<file path="src/rtl/mem_arbiter_pkg.sv">
// mem_arbiter_pkg: shared memory-subsystem types and constants
//   arb_state_e  : arbiter ownership states (IDLE / OWN_I / OWN_D)
//   MEM_READY    : DRAM status meaning "beat complete / ready"
//   MEM_BUSY     : DRAM status meaning "busy"; also what a non-owner sees
//   BURST_BEATS  : beats per 64-byte cache line on an 8-byte bus
package mem_arbiter_pkg;
  typedef enum logic [1:0] {IDLE = 2'd0, OWN_I = 2'd1, OWN_D = 2'd2} arb_state_e;
  localparam logic [1:0] MEM_READY = 2'b00;
  localparam logic [1:0] MEM_BUSY = 2'b01;
  localparam int BURST_BEATS = 8;
endpackage

</file>
<file path="src/rtl/mem_arbiter.sv">
// mem_arbiter: round-robin arbiter sharing one DRAM port between I-cache and D-cache
//   clk, rst_n                         : clock, async active-low reset
//   i_addr, i_rd_ctrl / i_dout, i_state : instruction-cache request / response
//   d_addr, d_din, d_rd_ctrl, d_wr_ctrl / d_dout, d_state : data-cache request / response
//   mem_addr, mem_din, mem_rd_ctrl, mem_wr_ctrl / mem_dout, mem_state : DRAM controller side
//   grant                               : one-hot owner, bit0 = I, bit1 = D
module mem_arbiter
  import mem_arbiter_pkg::*;
#(
  parameter int BURST_BEATS = mem_arbiter_pkg::BURST_BEATS,
  parameter int ADDR_W = 64
) (
  input  logic              clk,
  input  logic              rst_n,
  input  logic [ADDR_W-1:0] i_addr,
  input  logic [2:0]        i_rd_ctrl,
  output logic [ADDR_W-1:0] i_dout,
  output logic [1:0]        i_state,
  input  logic [ADDR_W-1:0] d_addr,
  input  logic [ADDR_W-1:0] d_din,
  input  logic [2:0]        d_rd_ctrl,
  input  logic [2:0]        d_wr_ctrl,
  output logic [ADDR_W-1:0] d_dout,
  output logic [1:0]        d_state,
  output logic [ADDR_W-1:0] mem_addr,
  output logic [ADDR_W-1:0] mem_din,
  output logic [2:0]        mem_rd_ctrl,
  output logic [2:0]        mem_wr_ctrl,
  input  logic [ADDR_W-1:0] mem_dout,
  input  logic [1:0]        mem_state,
  output logic [1:0]        grant
);
  localparam int CW = BURST_BEATS > 1 ? $clog2(BURST_BEATS) : 1;
  localparam logic [CW-1:0] LAST_BEAT = CW'(BURST_BEATS - 1);
  arb_state_e state_q, state_d;
  logic [CW-1:0] cnt_q, cnt_d;
  // last_owner: 0 = I, 1 = D
  logic last_d_q, last_d_d;
  logic i_req, d_req, own_i, own_d, own_req, beat, release_own;
  assign i_req = |i_rd_ctrl;
  assign d_req = (|d_rd_ctrl) || (|d_wr_ctrl);
  assign own_i = state_q == OWN_I;
  assign own_d = state_q == OWN_D;
  assign own_req = own_i ? i_req : own_d ? d_req : 1'b0;
  assign beat = own_req && mem_state == MEM_READY;
  // dropping ctrl ends the tenure early (uncached single access)
  assign release_own = !own_req || (beat && cnt_q == LAST_BEAT);
  always_comb begin
    state_d = state_q;
    cnt_d = cnt_q;
    last_d_d = last_d_q;
    if (state_q == IDLE)
      state_d = (i_req && d_req) ? (last_d_q ? OWN_I : OWN_D) : i_req ? OWN_I : d_req ? OWN_D : IDLE;
    else if (release_own) begin
      state_d = IDLE;
      cnt_d = '0;
      last_d_d = own_d;
    end else if (beat)
      cnt_d = cnt_q + 1'b1;
  end
  always_ff @(posedge clk or negedge rst_n) begin
    if (!rst_n) begin
      state_q <= IDLE;
      cnt_q <= '0;
      last_d_q <= 1'b0;
    end else begin
      state_q <= state_d;
      cnt_q <= cnt_d;
      last_d_q <= last_d_d;
    end
  end
  assign mem_addr = own_i ? i_addr : own_d ? d_addr : '0;
  assign mem_din = own_d ? d_din : '0;
  assign mem_rd_ctrl = own_i ? i_rd_ctrl : own_d ? d_rd_ctrl : 3'b000;
  assign mem_wr_ctrl = own_d ? d_wr_ctrl : 3'b000;
  assign i_dout = own_i ? mem_dout : '0;
  assign i_state = own_i ? mem_state : MEM_BUSY;
  assign d_dout = own_d ? mem_dout : '0;
  assign d_state = own_d ? mem_state : MEM_BUSY;
  assign grant = {own_d, own_i};
endmodule

</file>
<file path="config.mk">
export PLATFORM = sky130hd
export DESIGN_NAME = mem_arbiter
export DESIGN_NICKNAME = d
export VERILOG_FILES = /design/src/rtl/mem_arbiter_pkg.sv /design/src/rtl/mem_arbiter.sv
export SDC_FILE = /design/constraint.sdc
export NUM_CORES = 1
export LEC_CHECK = 0
export CAP_MARGIN = 15
export CORE_AREA = 2 2 207 209
export CTS_CLUSTER_SIZE = 30
export DETAILED_ROUTE_END_ITERATION = 12
export DIE_AREA = 0 0 209 211
export GPL_TIMING_DRIVEN = 0
export SLEW_MARGIN = 20
export SYNTH_ARGS = -nofsm -noshare
export SYNTH_HDL_FRONTEND = slang
export SYNTH_SLANG_ARGS = --single-unit
</file>
<file path="constraint.sdc">
create_clock -name clk -period 4.75 [get_ports clk]
set_input_delay 0.95 -clock clk [delete_from_list [all_inputs] [get_ports clk]]
set_output_delay 0.95 -clock clk [all_outputs]
set_load 0.01 [all_outputs]
</file>
# After elaboration in Yosys (flattened, before gate mapping)
# Index checks and enable logic that the tools add are counted.
# Widths: inputs -> output; s select.
classes:
  n_reduce_logical: 15
  mux: 20
  bitwise: 1
  add_sub_neg: 1
  eq_ne: 3
ops:
  columns: ["op", "n"]
  rows:
  - ["$mux 64", 5]
  - ["$mux 2", 8]
  - ["$mux 3", 5]
  - ["$reduce_or 3->1", 3]
  - ["$logic_not 2->1", 2]
  - ["$reduce_and 2->1", 2]
  - ["$reduce_bool 2->1", 2]
  - ["$add 3x1->3 const B", 1]
  - ["$eq 3x3->1 const B", 1]
  - ["$logic_and 1x1->1", 3]
  - ["$eq 2x1->1 const B", 1]
  - ["$eq 2x2->1 const B", 1]
  - ["$logic_or 1x1->1", 2]
  - ["$mux 1", 2]
  - ["$logic_not 1->1", 1]
  - ["$not 1->1", 1]
word_totals:
  word_cells: 43
  output_inout_bits: 268
  regBits: 6
  input_bits: 269

# Longest topological paths before layout
depth:
  ltp_word: 9
  mapped_depth: 6
  depth_no_buf: 5

# Least setup slack after synthesis
# OpenSTA, ideal clock, no wires.
synth_timing:
  kind: "flip-flop to output port"
  start: "register state_q[0]"
  end: "output mem_addr[10]"
  path_buffers: 4
  required_time_ns: 3.800
  t_arrival_ns: 1.350
  path_stages_with_launch: 7
  setup_slack_ns: 2.450
  cell_sequence: "dfrtp_1 buf_6 nor2b_1 buf_2 clkbuf_1 buf_2 a22o_1"
synth_between:
  elab_chain_len: 3
  word_cells_on_any_way: 4
  classes_between: "2 x eq/ne; 2 x mux"
synth_rtl:
  columns: ["item", "line", "source"]
  rows:
  - ["start: declaration", "mem_arbiter.sv:35", "arb_state_e state_q, state_d;"]
  - ["start signal: assignment", "mem_arbiter.sv:67", "state_q <= state_d;"]
  - ["$eq 2x2->1", "mem_arbiter.sv:43", "assign own_d = state_q == OWN_D;"]
  - ["$mux 64", "mem_arbiter.sv:72", "assign mem_addr = own_i ? i_addr : own_d ? d_addr : '0;"]
  - ["$mux 64 (*)", "mem_arbiter.sv:72", null]
  - ["end: declaration", "mem_arbiter.sv:25", "output logic [ADDR_W-1:0] mem_addr,"]
# Every way passes the cells marked *; elsewhere a longest branch is shown, timed or not.

# Final worst setup path
layout_timing:
  start: "register state_q[0]"
  end: "output mem_addr[8]"
# The elaborated chain is that of the path after synthesis.

==> impl_metrics.json <==
{
  "setup_violations": 0,
  "drt-total-wl_mm": 29.70,
  "dieArea_um2": 44100,
  "clk_latency_ns": 0.23,
  "port_buffers": 536,
  "dp_slack_ns": 0.8158,
  "cts_made_buffers": 3,
  "end_kind": "output pin",
  "layout_common_cells": "clkdlybuf4s50_1, and2_1, a22o_1",
  "worst-path-max-fanout": 10,
  "maxCapViolCount": 0,
  "r2r_cells": 5,
  "syn_inst": 340,
  "synth_top_family_by_area": "simple AND/OR/NAND/NOR gates",
  "p_int_mw": 1.812,
  "total_power_mw": 3.095,
  "finalInstanceArea_um2": 8519,
  "wl_per_cell_um": 20.87,
  "cts_tree": "done",
  "maxSlewViolCount": 0,
  "postCtsSetupBuffers": 0,
  "viasPerCell": 3.391,
  "min-delay-start": "cnt_q[1]",
  "dp.cells": 1415,
  "die_h_um": 211,
  "holdWs_ns": 0.5073,
  "power_density_nw_per_um2": 363.3,
  "worstMarginPinSlew_ns": 0.9695,
  "initial_utilization": 0.05729,
  "cts_resized": 0,
  "yosysSeqAreaShare": 0.06276,
  "final-instance-count-excl-fill": 1423,
  "dp_hpwl_mm": 26.66,
  "p_sw_frac": 0.4145,
  "yosys.area_share.simple": 0.5643,
  "nets": 1152,
  "fin_setup_tns_ns": 0,
  "final_layout_size_suffix_gt1_frac": 0.03185,
  "r2r_setup_slack_ns": 3.16,
  "ant_nets": 0,
  "grt_pass1_vias": 5155,
  "die_w_um": 209,
  "clockRootBuffer": "clkbuf_16",
  "arrival_ns": 3.01,
  "core_area_um2": 41760,
  "cts.path.max_buffers": 2,
  "final_common_cell": "clkdlybuf4s50_1",
  "synth_xor_area_frac": 0,
  "rsz0062_at_grt": "no",
  "grt_overflow_total": 0,
  "remaining_drc_errors": 0,
  "reg2reg_from": "cnt_q[0]",
  "routabilityCongestion": 0.7913,
  "first_pass_iters": 4,
  "combPwrFrac": 0.925,
  "power.switching_mw": 1.283,
  "synthAdderAreaFrac": 0.01046,
  "avgSynthCellArea_um2": 7.036,
  "grt_max_degree": 11,
  "timing.clock.skew_ns": 0.005561,
  "cp.required_ns": 3.80,
  "syn-cell-area_um2": 2392,
  "yosys_warnings": 0,
  "ir_drop_v": 0.0001879,
  "status": "finished clean",
  "drt-initial-drc-count": 156,
  "fin_crit_ns": 3.958,
  "timing.rr.end": "cnt_q[0]",
  "ios": 537,
  "grt_antenna_before_repair": 16,
  "synth_mux_area_frac": 0.006276,
  "finalHoldViolCount": 0,
  "pwr-share-seq": 0.029,
  "rows": 75,
  "p_leak_nw": 3.082,
  "htree_levels": 1,
  "startpoint": "state_q[0]",
  "clock_sinks": 6,
  "grt_util_all_layers": 0.1266,
  "critical_path_class": "flip-flop to output pin",
  "grt_pass1_wl_mm": 39.22,
  "vias": 4826,
  "path_clk_slew_ns": 0.04,
  "synth-compound-area-share": 0.2798,
  "max_freq_ghz": 0.2526,
  "cts_hold_repair.buffers": 0,
  "post-route-util": 0.2040,
  "slew_headroom": 0.3537,
  "share_clk_of_total_power": 0.045,
  "fill_cells": 4623,
  "synth_cell_types": 27,
  "synth_seq_cells": 6,
  "critPathCapture": "mem_addr[8]",
  "syn_nets": 611,
  "setup_ws_ns": 0.7916,
  "dpl_cell_area_um2": 8432,
  "area_delta_synth_final_pct": 256.1,
  "period_share": 0.8334,
  "hp-class": "flip-flop to flip-flop",
  "start_kind": "flip-flop"
}
## cell usage after synthesis (all sizes together)
master / instances / share of area
dfrtp: 6 / 0.063
nor2b: 3 / 0.0078
nor3: 2 / 0.0089
nor2: 3 / 0.0047
mux2: 1 / 0.0063
or2: 1 / 0.0026
nor4b: 1 / 0.0037
nand2b: 2 / 0.0052
a221o: 1 / 0.0047
o311ai: 1 / 0.0068
o21ai: 2 / 0.0042
o2bb2ai: 1 / 0.0037
nand2: 2 / 0.0031
a22o: 69 / 0.25
o311a: 1 / 0.0047
clkbuf: 23 / 0.036
nand3b: 1 / 0.0031
a31oi: 1 / 0.0026
buf: 17 / 0.040
ha: 2 / 0.010
or3: 1 / 0.0026
or4: 1 / 0.0047
and2: 198 / 0.52
## registers in the layout, indices dropped and copies added, names as in the netlist
register / count
state_q: 2
last_d_q: 1
cnt_q: 3
## area by class of cell
class / instances / area (µm²) / area share
antenna: 5 / 12.51 / 0.001469
buffer: 40 / 182.7 / 0.02144
clock buffer: 3 / 75.07 / 0.008812
multi-input combinational: 294 / 2059 / 0.2417
sequential: 6 / 150.1 / 0.01762
tap: 539 / 674.4 / 0.07916
timing repair buffer: 536 / 5365 / 0.6298
## per-layer routing
| metal | GRT usage | part of all wire | vias to the layer above | wire, µm |
|---|---|---|---|---|
| met5 | 0 | 0.00091 | - | 27 |
| met4 | 0.02956 | 0.023 | 4 | 685 |
| met3 | 0.02602 | 0.078 | 47 | 2311 |
| li1 | - | - | 2245 | - |
| met1 | 0.1286 | 0.35 | 2163 | 10420 |
| met2 | 0.2602 | 0.55 | 367 | 16250 |
## power groups by stage
stage          clock network (mW)  registers (mW)  logic (mW)
6_report                    0.140          0.0912        2.86
5_1_grt                     0.143          0.0948        3.06
4_1_cts                     0.140          0.0915        2.92
3_5_place_dp                    0          0.0919        2.89
3_3_place_gp                    0          0.0900        2.89
2_1_floorplan                   0          0.0866        1.15
## cells by family (layout without fill, tap and decap cells)
logic type | Yosys count | after routing
AO/OA/AOI/OAI | 76 | 76
adder cells (fa/ha/maj) | 2 | 2
buffers and inverters | 40 | 579
flip-flops | 6 | 6
multiplexers | 1 | 1
other | 0 | 5
AND/OR/NAND/NOR | 215 | 215
## worst min-delay path by stage
stage               cells after the start  endpoint  slack, ns
floorplan                               1  cnt_q[1]       0.48
global placement                        1  cnt_q[1]       0.50
detailed placement                      1  cnt_q[1]       0.50
CTS                                     1  cnt_q[2]       0.51
global route                            1  cnt_q[1]       0.54
finish                                  1  cnt_q[1]       0.51
## worst max-delay path, cell delays in order, from the launching register on
cell             delay (ns)
dfrtp_1                0.33
buf_6                  0.13
nor2b_1                0.12
buf_2                  0.27
clkbuf_1               0.60
buf_2                  0.39
a22o_1                 0.19
clkdlybuf4s50_1        0.70
Power figures use the tool's default switching activity.
